**src/rtl/phase_sweep_controller_if.sv**
```systemverilog
// Bundle between the sweep controller and its register-side master.
// The slave side captures config on i_start and drives the accumulator-facing outputs.
interface phase_sweep_controller_if #(
    parameter int PHASE_W = 10,
    parameter int DWELL_W = 16
);
    logic               i_start;
    logic               i_abort;
    logic               i_mode;
    logic [PHASE_W-1:0] i_StartStep;
    logic [PHASE_W-1:0] i_StopStep;
    logic [PHASE_W-1:0] i_StepInc;
    logic [DWELL_W-1:0] i_Dwell;

    logic [PHASE_W-1:0] o_PhaseStep;
    logic               o_AccRst_n;
    logic               o_Busy;
    logic               o_Wrap;
    logic               o_Done;

    modport master (
        output i_start, i_abort, i_mode, i_StartStep, i_StopStep, i_StepInc, i_Dwell,
        input  o_PhaseStep, o_AccRst_n, o_Busy, o_Wrap, o_Done
    );

    modport slave (
        input  i_start, i_abort, i_mode, i_StartStep, i_StopStep, i_StepInc, i_Dwell,
        output o_PhaseStep, o_AccRst_n, o_Busy, o_Wrap, o_Done
    );
endinterface

```
**src/rtl/phase_sweep_controller.sv**
```systemverilog
// Chirp sequencer: steps the accumulator phase-step from StartStep towards StopStep by StepInc,
// holding each step Dwell+1 cycles; single-shot or repeating. Every output is registered.
module phase_sweep_controller #(
    parameter int PHASE_W = 10,
    parameter int DWELL_W = 16
) (
    input  logic                    i_clk,
    input  logic                    i_rst_n,
    phase_sweep_controller_if.slave sweep
);

    typedef enum logic [1:0] {
        ST_IDLE  = 2'd0,
        ST_LOAD  = 2'd1,
        ST_DWELL = 2'd2,
        ST_DONE  = 2'd3
    } state_t;

    state_t             state_q, state_d;

    // Shadow copy of the configuration, frozen for the whole sweep
    logic               mode_q, mode_d;
    logic [PHASE_W-1:0] start_step_q, start_step_d;
    logic [PHASE_W-1:0] stop_step_q, stop_step_d;
    logic [PHASE_W-1:0] step_inc_q, step_inc_d;
    logic [DWELL_W-1:0] dwell_q, dwell_d;

    logic [DWELL_W-1:0] cnt_q, cnt_d;

    logic [PHASE_W-1:0] step_q, step_d;
    logic               acc_rst_n_q, acc_rst_n_d;
    logic               busy_q, busy_d;
    logic               wrap_q, wrap_d;
    logic               done_q, done_d;

    logic [PHASE_W:0]   next_sum;
    logic               sweep_end;
    logic               dwell_end;

    // One extra bit so a step that overflows the accumulator width ends the sweep
    assign next_sum  = {1'b0, step_q} + {1'b0, step_inc_q};
    assign sweep_end = (step_inc_q == '0) || next_sum[PHASE_W] || (next_sum > {1'b0, stop_step_q});
    assign dwell_end = (cnt_q == dwell_q);

    always_comb begin
        state_d      = state_q;
        mode_d       = mode_q;
        start_step_d = start_step_q;
        stop_step_d  = stop_step_q;
        step_inc_d   = step_inc_q;
        dwell_d      = dwell_q;
        cnt_d        = cnt_q;
        step_d       = step_q;
        acc_rst_n_d  = 1'b1;
        wrap_d       = 1'b0;
        done_d       = 1'b0;

        case (state_q)
            ST_IDLE: begin
                step_d = '0;
                if (sweep.i_start && !sweep.i_abort) begin
                    mode_d       = sweep.i_mode;
                    start_step_d = sweep.i_StartStep;
                    stop_step_d  = sweep.i_StopStep;
                    step_inc_d   = sweep.i_StepInc;
                    dwell_d      = sweep.i_Dwell;
                    cnt_d        = '0;
                    step_d       = sweep.i_StartStep;
                    acc_rst_n_d  = 1'b0;
                    state_d      = ST_LOAD;
                end
            end

            ST_LOAD: begin
                cnt_d   = '0;
                state_d = ST_DWELL;
            end

            ST_DWELL: begin
                if (dwell_end) begin
                    cnt_d = '0;
                    if (!sweep_end) begin
                        step_d = next_sum[PHASE_W-1:0];
                    end else if (mode_q) begin
                        // Wrap without resetting the accumulator keeps phase continuous
                        step_d = start_step_q;
                        wrap_d = 1'b1;
                    end else begin
                        step_d  = '0;
                        done_d  = 1'b1;
                        state_d = ST_DONE;
                    end
                end else begin
                    cnt_d = cnt_q + 1'b1;
                end
            end

            ST_DONE: begin
                step_d  = '0;
                state_d = ST_IDLE;
            end

            default: begin
                step_d  = '0;
                state_d = ST_IDLE;
            end
        endcase

        if (sweep.i_abort && (state_q != ST_IDLE)) begin
            state_d     = ST_IDLE;
            step_d      = '0;
            acc_rst_n_d = 1'b1;
            wrap_d      = 1'b0;
            done_d      = 1'b0;
        end

        busy_d = (state_d == ST_LOAD) || (state_d == ST_DWELL);
    end

    always_ff @(posedge i_clk or negedge i_rst_n) begin
        if (!i_rst_n) begin
            state_q      <= ST_IDLE;
            mode_q       <= 1'b0;
            start_step_q <= '0;
            stop_step_q  <= '0;
            step_inc_q   <= '0;
            dwell_q      <= '0;
            cnt_q        <= '0;
            step_q       <= '0;
            acc_rst_n_q  <= 1'b1;
            busy_q       <= 1'b0;
            wrap_q       <= 1'b0;
            done_q       <= 1'b0;
        end else begin
            state_q      <= state_d;
            mode_q       <= mode_d;
            start_step_q <= start_step_d;
            stop_step_q  <= stop_step_d;
            step_inc_q   <= step_inc_d;
            dwell_q      <= dwell_d;
            cnt_q        <= cnt_d;
            step_q       <= step_d;
            acc_rst_n_q  <= acc_rst_n_d;
            busy_q       <= busy_d;
            wrap_q       <= wrap_d;
            done_q       <= done_d;
        end
    end

    assign sweep.o_PhaseStep = step_q;
    assign sweep.o_AccRst_n  = acc_rst_n_q;
    assign sweep.o_Busy      = busy_q;
    assign sweep.o_Wrap      = wrap_q;
    assign sweep.o_Done      = done_q;

endmodule

```
**src/flat_wrapper.sv**
```systemverilog
// flat-port wrapper written by rule: the top's interface ports become plain ports
module phase_sweep_controller_flat 
#(
    parameter int PHASE_W = 10,
    parameter int DWELL_W = 16
)
  (i_clk, i_rst_n, sweep_i_start, sweep_i_abort, sweep_i_mode, sweep_i_StartStep, sweep_i_StopStep, sweep_i_StepInc, sweep_i_Dwell, sweep_o_PhaseStep, sweep_o_AccRst_n, sweep_o_Busy, sweep_o_Wrap, sweep_o_Done);
  phase_sweep_controller_if #(.PHASE_W(PHASE_W), .DWELL_W(DWELL_W)) sweep_i ();
  input  logic i_clk;
  input  logic i_rst_n;
  input wire logic [$bits(sweep_i.i_start)-1:0] sweep_i_start;
  input wire logic [$bits(sweep_i.i_abort)-1:0] sweep_i_abort;
  input wire logic [$bits(sweep_i.i_mode)-1:0] sweep_i_mode;
  input wire logic [$bits(sweep_i.i_StartStep)-1:0] sweep_i_StartStep;
  input wire logic [$bits(sweep_i.i_StopStep)-1:0] sweep_i_StopStep;
  input wire logic [$bits(sweep_i.i_StepInc)-1:0] sweep_i_StepInc;
  input wire logic [$bits(sweep_i.i_Dwell)-1:0] sweep_i_Dwell;
  output wire logic [$bits(sweep_i.o_PhaseStep)-1:0] sweep_o_PhaseStep;
  output wire logic [$bits(sweep_i.o_AccRst_n)-1:0] sweep_o_AccRst_n;
  output wire logic [$bits(sweep_i.o_Busy)-1:0] sweep_o_Busy;
  output wire logic [$bits(sweep_i.o_Wrap)-1:0] sweep_o_Wrap;
  output wire logic [$bits(sweep_i.o_Done)-1:0] sweep_o_Done;
  assign sweep_i.i_start = sweep_i_start;
  assign sweep_i.i_abort = sweep_i_abort;
  assign sweep_i.i_mode = sweep_i_mode;
  assign sweep_i.i_StartStep = sweep_i_StartStep;
  assign sweep_i.i_StopStep = sweep_i_StopStep;
  assign sweep_i.i_StepInc = sweep_i_StepInc;
  assign sweep_i.i_Dwell = sweep_i_Dwell;
  assign sweep_o_PhaseStep = sweep_i.o_PhaseStep;
  assign sweep_o_AccRst_n = sweep_i.o_AccRst_n;
  assign sweep_o_Busy = sweep_i.o_Busy;
  assign sweep_o_Wrap = sweep_i.o_Wrap;
  assign sweep_o_Done = sweep_i.o_Done;
  phase_sweep_controller #(.PHASE_W(PHASE_W), .DWELL_W(DWELL_W)) u_core (.i_clk(i_clk), .i_rst_n(i_rst_n), .sweep(sweep_i));
endmodule
```
**config.mk**
```make
export PLATFORM = sky130hd
export DESIGN_NAME = phase_sweep_controller_flat
export DESIGN_NICKNAME = d
export VERILOG_FILES = /design/src/rtl/phase_sweep_controller_if.sv /design/src/rtl/phase_sweep_controller.sv /design/src/flat_wrapper.sv
export SDC_FILE = /design/constraint.sdc
export NUM_CORES = 1
export LEC_CHECK = 0
export CORE_ASPECT_RATIO = 1.25
export CORE_UTILIZATION = 40
export DETAILED_ROUTE_END_ITERATION = 16
export GPL_TIMING_DRIVEN = 0
export PLACE_DENSITY = 0.68
export SLEW_MARGIN = 20
export SYNTH_ARGS = -nofsm -noshare
export SYNTH_HDL_FRONTEND = slang
export SYNTH_SLANG_ARGS = --single-unit
```
**constraint.sdc**
```tcl
create_clock -name i_clk -period 5.5 [get_ports i_clk]
set_clock_uncertainty 0.05 [all_clocks]
set_input_delay 1.1 -clock i_clk [delete_from_list [all_inputs] [get_ports i_clk]]
set_output_delay 1.1 -clock i_clk [all_outputs]
set_load 0.01 [all_outputs]
```
==> metrics.txt <==
outcome complete, no violations; drt pass-1 iters 4; Final Critical Period 3700 ps; non-filler instance count after layout 614; antenna cell count 0; worst-skew pair later-pin latency 330 ps; CP arrival 3860 ps; Synth Cell Area 4340 um2; WP data required 5660 ps; grt ovf 0; Initial DRC Count 140; setup TNS 0 ps; cell row count 42; die footprint 11300 um2; Resize count post-CTS 0; Distinct cells, synth 48; Seq pwr share 28.3%; Hold Vio Cnt, Final 0; ANT nets after route 0; average routed wire per standard cell 16.3 um; worst rel slew slack 58.1%; CTS tree built; worst-path fanout max 10; chip width 95.2 um; Comb power frac 53.3%; initial antenna violation count 0; synthesis-to-finish area growth 26.4%; Worst path slowest cell dfrtp_1; Psw 0.00138 W; fmax 270 MHz; via/cell ratio 5.41; Max IR drop VDD 0.000265 V; Crit Path Category reg2reg; Mapped Cells 401; Largest stage delay, worst path 410 ps; htree depth 3; Post-CTS Setup Inserts 0; crit path launch type register; DR vias 3322; syn nets 478; max-cap violations 0; number of global-route vias before repair 3413; flop and latch count out of synthesis 79; Nets 554; Core ar. 10600 um2; Synth area leaders dfrtp_1 45%, mux2_2 13%, ha_1 7.2%; Max Root-Sink Buffers 2; DRC Markers 0; RSZ-0062 raised after global routing false; fill count 956; root buffer cell clkbuf_16; ys flop type dfrtp_1; height of the chip 119 um; worst hold path class reg2reg; crit path cell chain ha_1, fa_1, nand3_1, a31oi_1, nand2b_1, a21oi_2, xnor2_1, ha_1, nand4_1, o32ai_1, nand3_1, o21ai_1, o21ai_2, buf_6, a32oi_1, o21ai_1; share of the synthesized area in the top cell type 44.9%; Power Dens Cells 628 nW/um2; gp weighted congestion 0.815; Pleak 2.41 nW; post-route clock period utilization 67.2%; DP Cell Count 598; Finish-stage setup viols 0; dpl hpwl 7570 um; asr flop ratio synth 100%; most frequent cells in the layout 78 x dfrtp_1, 63 x clkdlybuf4s50_1, 49 x mux2_2; Total GRT Usage 19.1%; Slew @ Worst Pin 629 ps; fraction of layout cells with a size suffix above 1 16.2%; Post-Syn Area per Cell 10.8 um2; Clock Pin Slew Worst Setup and Hold Paths 60 ps; final slew viol count 0; first-pass GRT wire length 16500 um; I/O pin cnt 65; routed wire length 10000 um; EDFF count, synth 0; CTS Hold Buffers Added 0; clock sink count 79; Crit. End Element register; Sw Ratio 40.0%; cell taking the most area after synthesis dfrtp_1; Cell Int Power 0.00207 W; largest delay contributor family on the critical path compound AO/OA/AOI/OAI gates; largest net degree at the start of global routing 59; clock network fraction of total power 18.3%; yosys warns 0; CTS buffer count 9; Seq/Total Area, Yosys 45.5%; Buf+Inv Stages, Crit Path 1; IO Port Bufs 64; Starting Density 41.1%; most common cell after layout, fill and taps aside dfrtp_1
[path summary, 6_finish.rpt]
check                                            start                          end  slack [ps]  cells after the start
max                        u_core.sweep.o_PhaseStep[0]  u_core.sweep.o_PhaseStep[8]        1800                     16
max reg2reg                u_core.sweep.o_PhaseStep[0]  u_core.sweep.o_PhaseStep[8]        1800                     16
min in group asynchronous                      i_rst_n        u_core.stop_step_q[2]         610                      1
min                             u_core.start_step_q[9]       u_core.start_step_q[9]         450                      1
max in group asynchronous                      i_rst_n            u_core.state_q[0]        4210                      2
min reg2reg                     u_core.start_step_q[9]       u_core.start_step_q[9]         450                      1
[cell usage after synthesis (2+ instances only)]
| cell | number |
|---|---|
| and2_1 | 6 |
| and3_1 | 7 |
| o2111ai_1 | 2 |
| nand2_1 | 25 |
| nand2b_1 | 4 |
| a21oi_1 | 15 |
| a31oi_1 | 4 |
| ha_1 | 25 |
| o31ai_1 | 4 |
| buf_1 | 2 |
| a21oi_2 | 2 |
| xor2_1 | 25 |
| o22ai_1 | 2 |
| mux2_2 | 49 |
| nor4_1 | 7 |
| nand4_1 | 8 |
| o21a_1 | 3 |
| o21ai_0 | 16 |
| nor2b_1 | 5 |
| buf_2 | 6 |
| dfrtp_1 | 78 |
| nor2_1 | 15 |
| inv_1 | 16 |
| a22oi_1 | 8 |
| mux2i_1 | 8 |
| o21ai_1 | 9 |
| clkbuf_1 | 6 |
| a21o_1 | 2 |
| nand3_1 | 18 |
| xnor2_1 | 6 |
[worst reg2reg max path, stage by stage, from the launching register on]
cell and delay [ps]:
dfrtp_1 410, ha_1 250, fa_1 410, nand3_1 130
a31oi_1 120, nand2b_1 180, a21oi_2 220, xnor2_1 140
ha_1 310, nand4_1 80, o32ai_1 300, nand3_1 120
o21ai_1 210, o21ai_2 160, buf_6 200, a32oi_1 210
o21ai_1 80
[through the flow]
step                total power (W)  area (um2)  util [%]  worst slack (ps)  hold WS (ps)
floorplan                   0.00230        4340         -              2290           421
global placement            0.00275        5150      48.8               505           430
detailed placement          0.00282        5170      49.0              1870           439
CTS                         0.00347        5490      52.0              1840           452
global route                0.00371        5490      52.0              1600           465
finish                      0.00345        5490      52.0              1800           450
[power groups by stage]
stage          clock network, W  registers [W]  logic [W]
4_1_cts                0.000649       0.000980    0.00184
3_3_place_gp                  0       0.000981    0.00177
5_1_grt                0.000665        0.00101    0.00203
6_report               0.000633       0.000977    0.00184
2_1_floorplan                 0       0.000948    0.00135
3_5_place_dp                  0       0.000991    0.00183
[layout make-up]
type	instances	area (um2)	area share, %
Clock inverter	5	82.6	1.50
Buffer	15	71.3	1.30
Inverter	16	60.1	1.09
Clock buffer	11	233	4.24
Multi-Input combinational cell	291	2230	40.7
Sequential cell	79	1980	36.0
Tap cell	132	165	3.01
Timing Repair Buffer	65	666	12.1
[metal layers]
| metal | vias up | routed length [um] | track usage [%] |
|---|---|---|---|
| met5 | - | 0 | 0 |
| met4 | 0 | 263 | 7.29 |
| met3 | 15 | 398 | 3.15 |
| met2 | 76 | 5230 | 32.8 |
| met1 | 1631 | 4140 | 23.4 |
| li1 | 1600 | - | - |
[cells by family after synthesis]
kind of cell	count (synthesis)	synth area share (%)
AO/OA/AOI/OAI	77	11.2
XOR/XNOR	31	6.25
adder cells (fa/ha/maj)	26	7.66
buffers and inverters	31	3.02
flip-flops	79	45.5
multiplexers	57	14.5
AND/OR/NAND/NOR	100	11.8
[registers in the layout (all words and copies together), names as in the netlist, 2 cells and up]
name                      cells
u_core.cnt_q                 16
u_core.dwell_q               16
u_core.start_step_q          10
u_core.step_inc_q            10
u_core.stop_step_q           10
u_core.sweep.o_PhaseStep     10
u_core.state_q                2
Power figures use the tool's default switching activity.
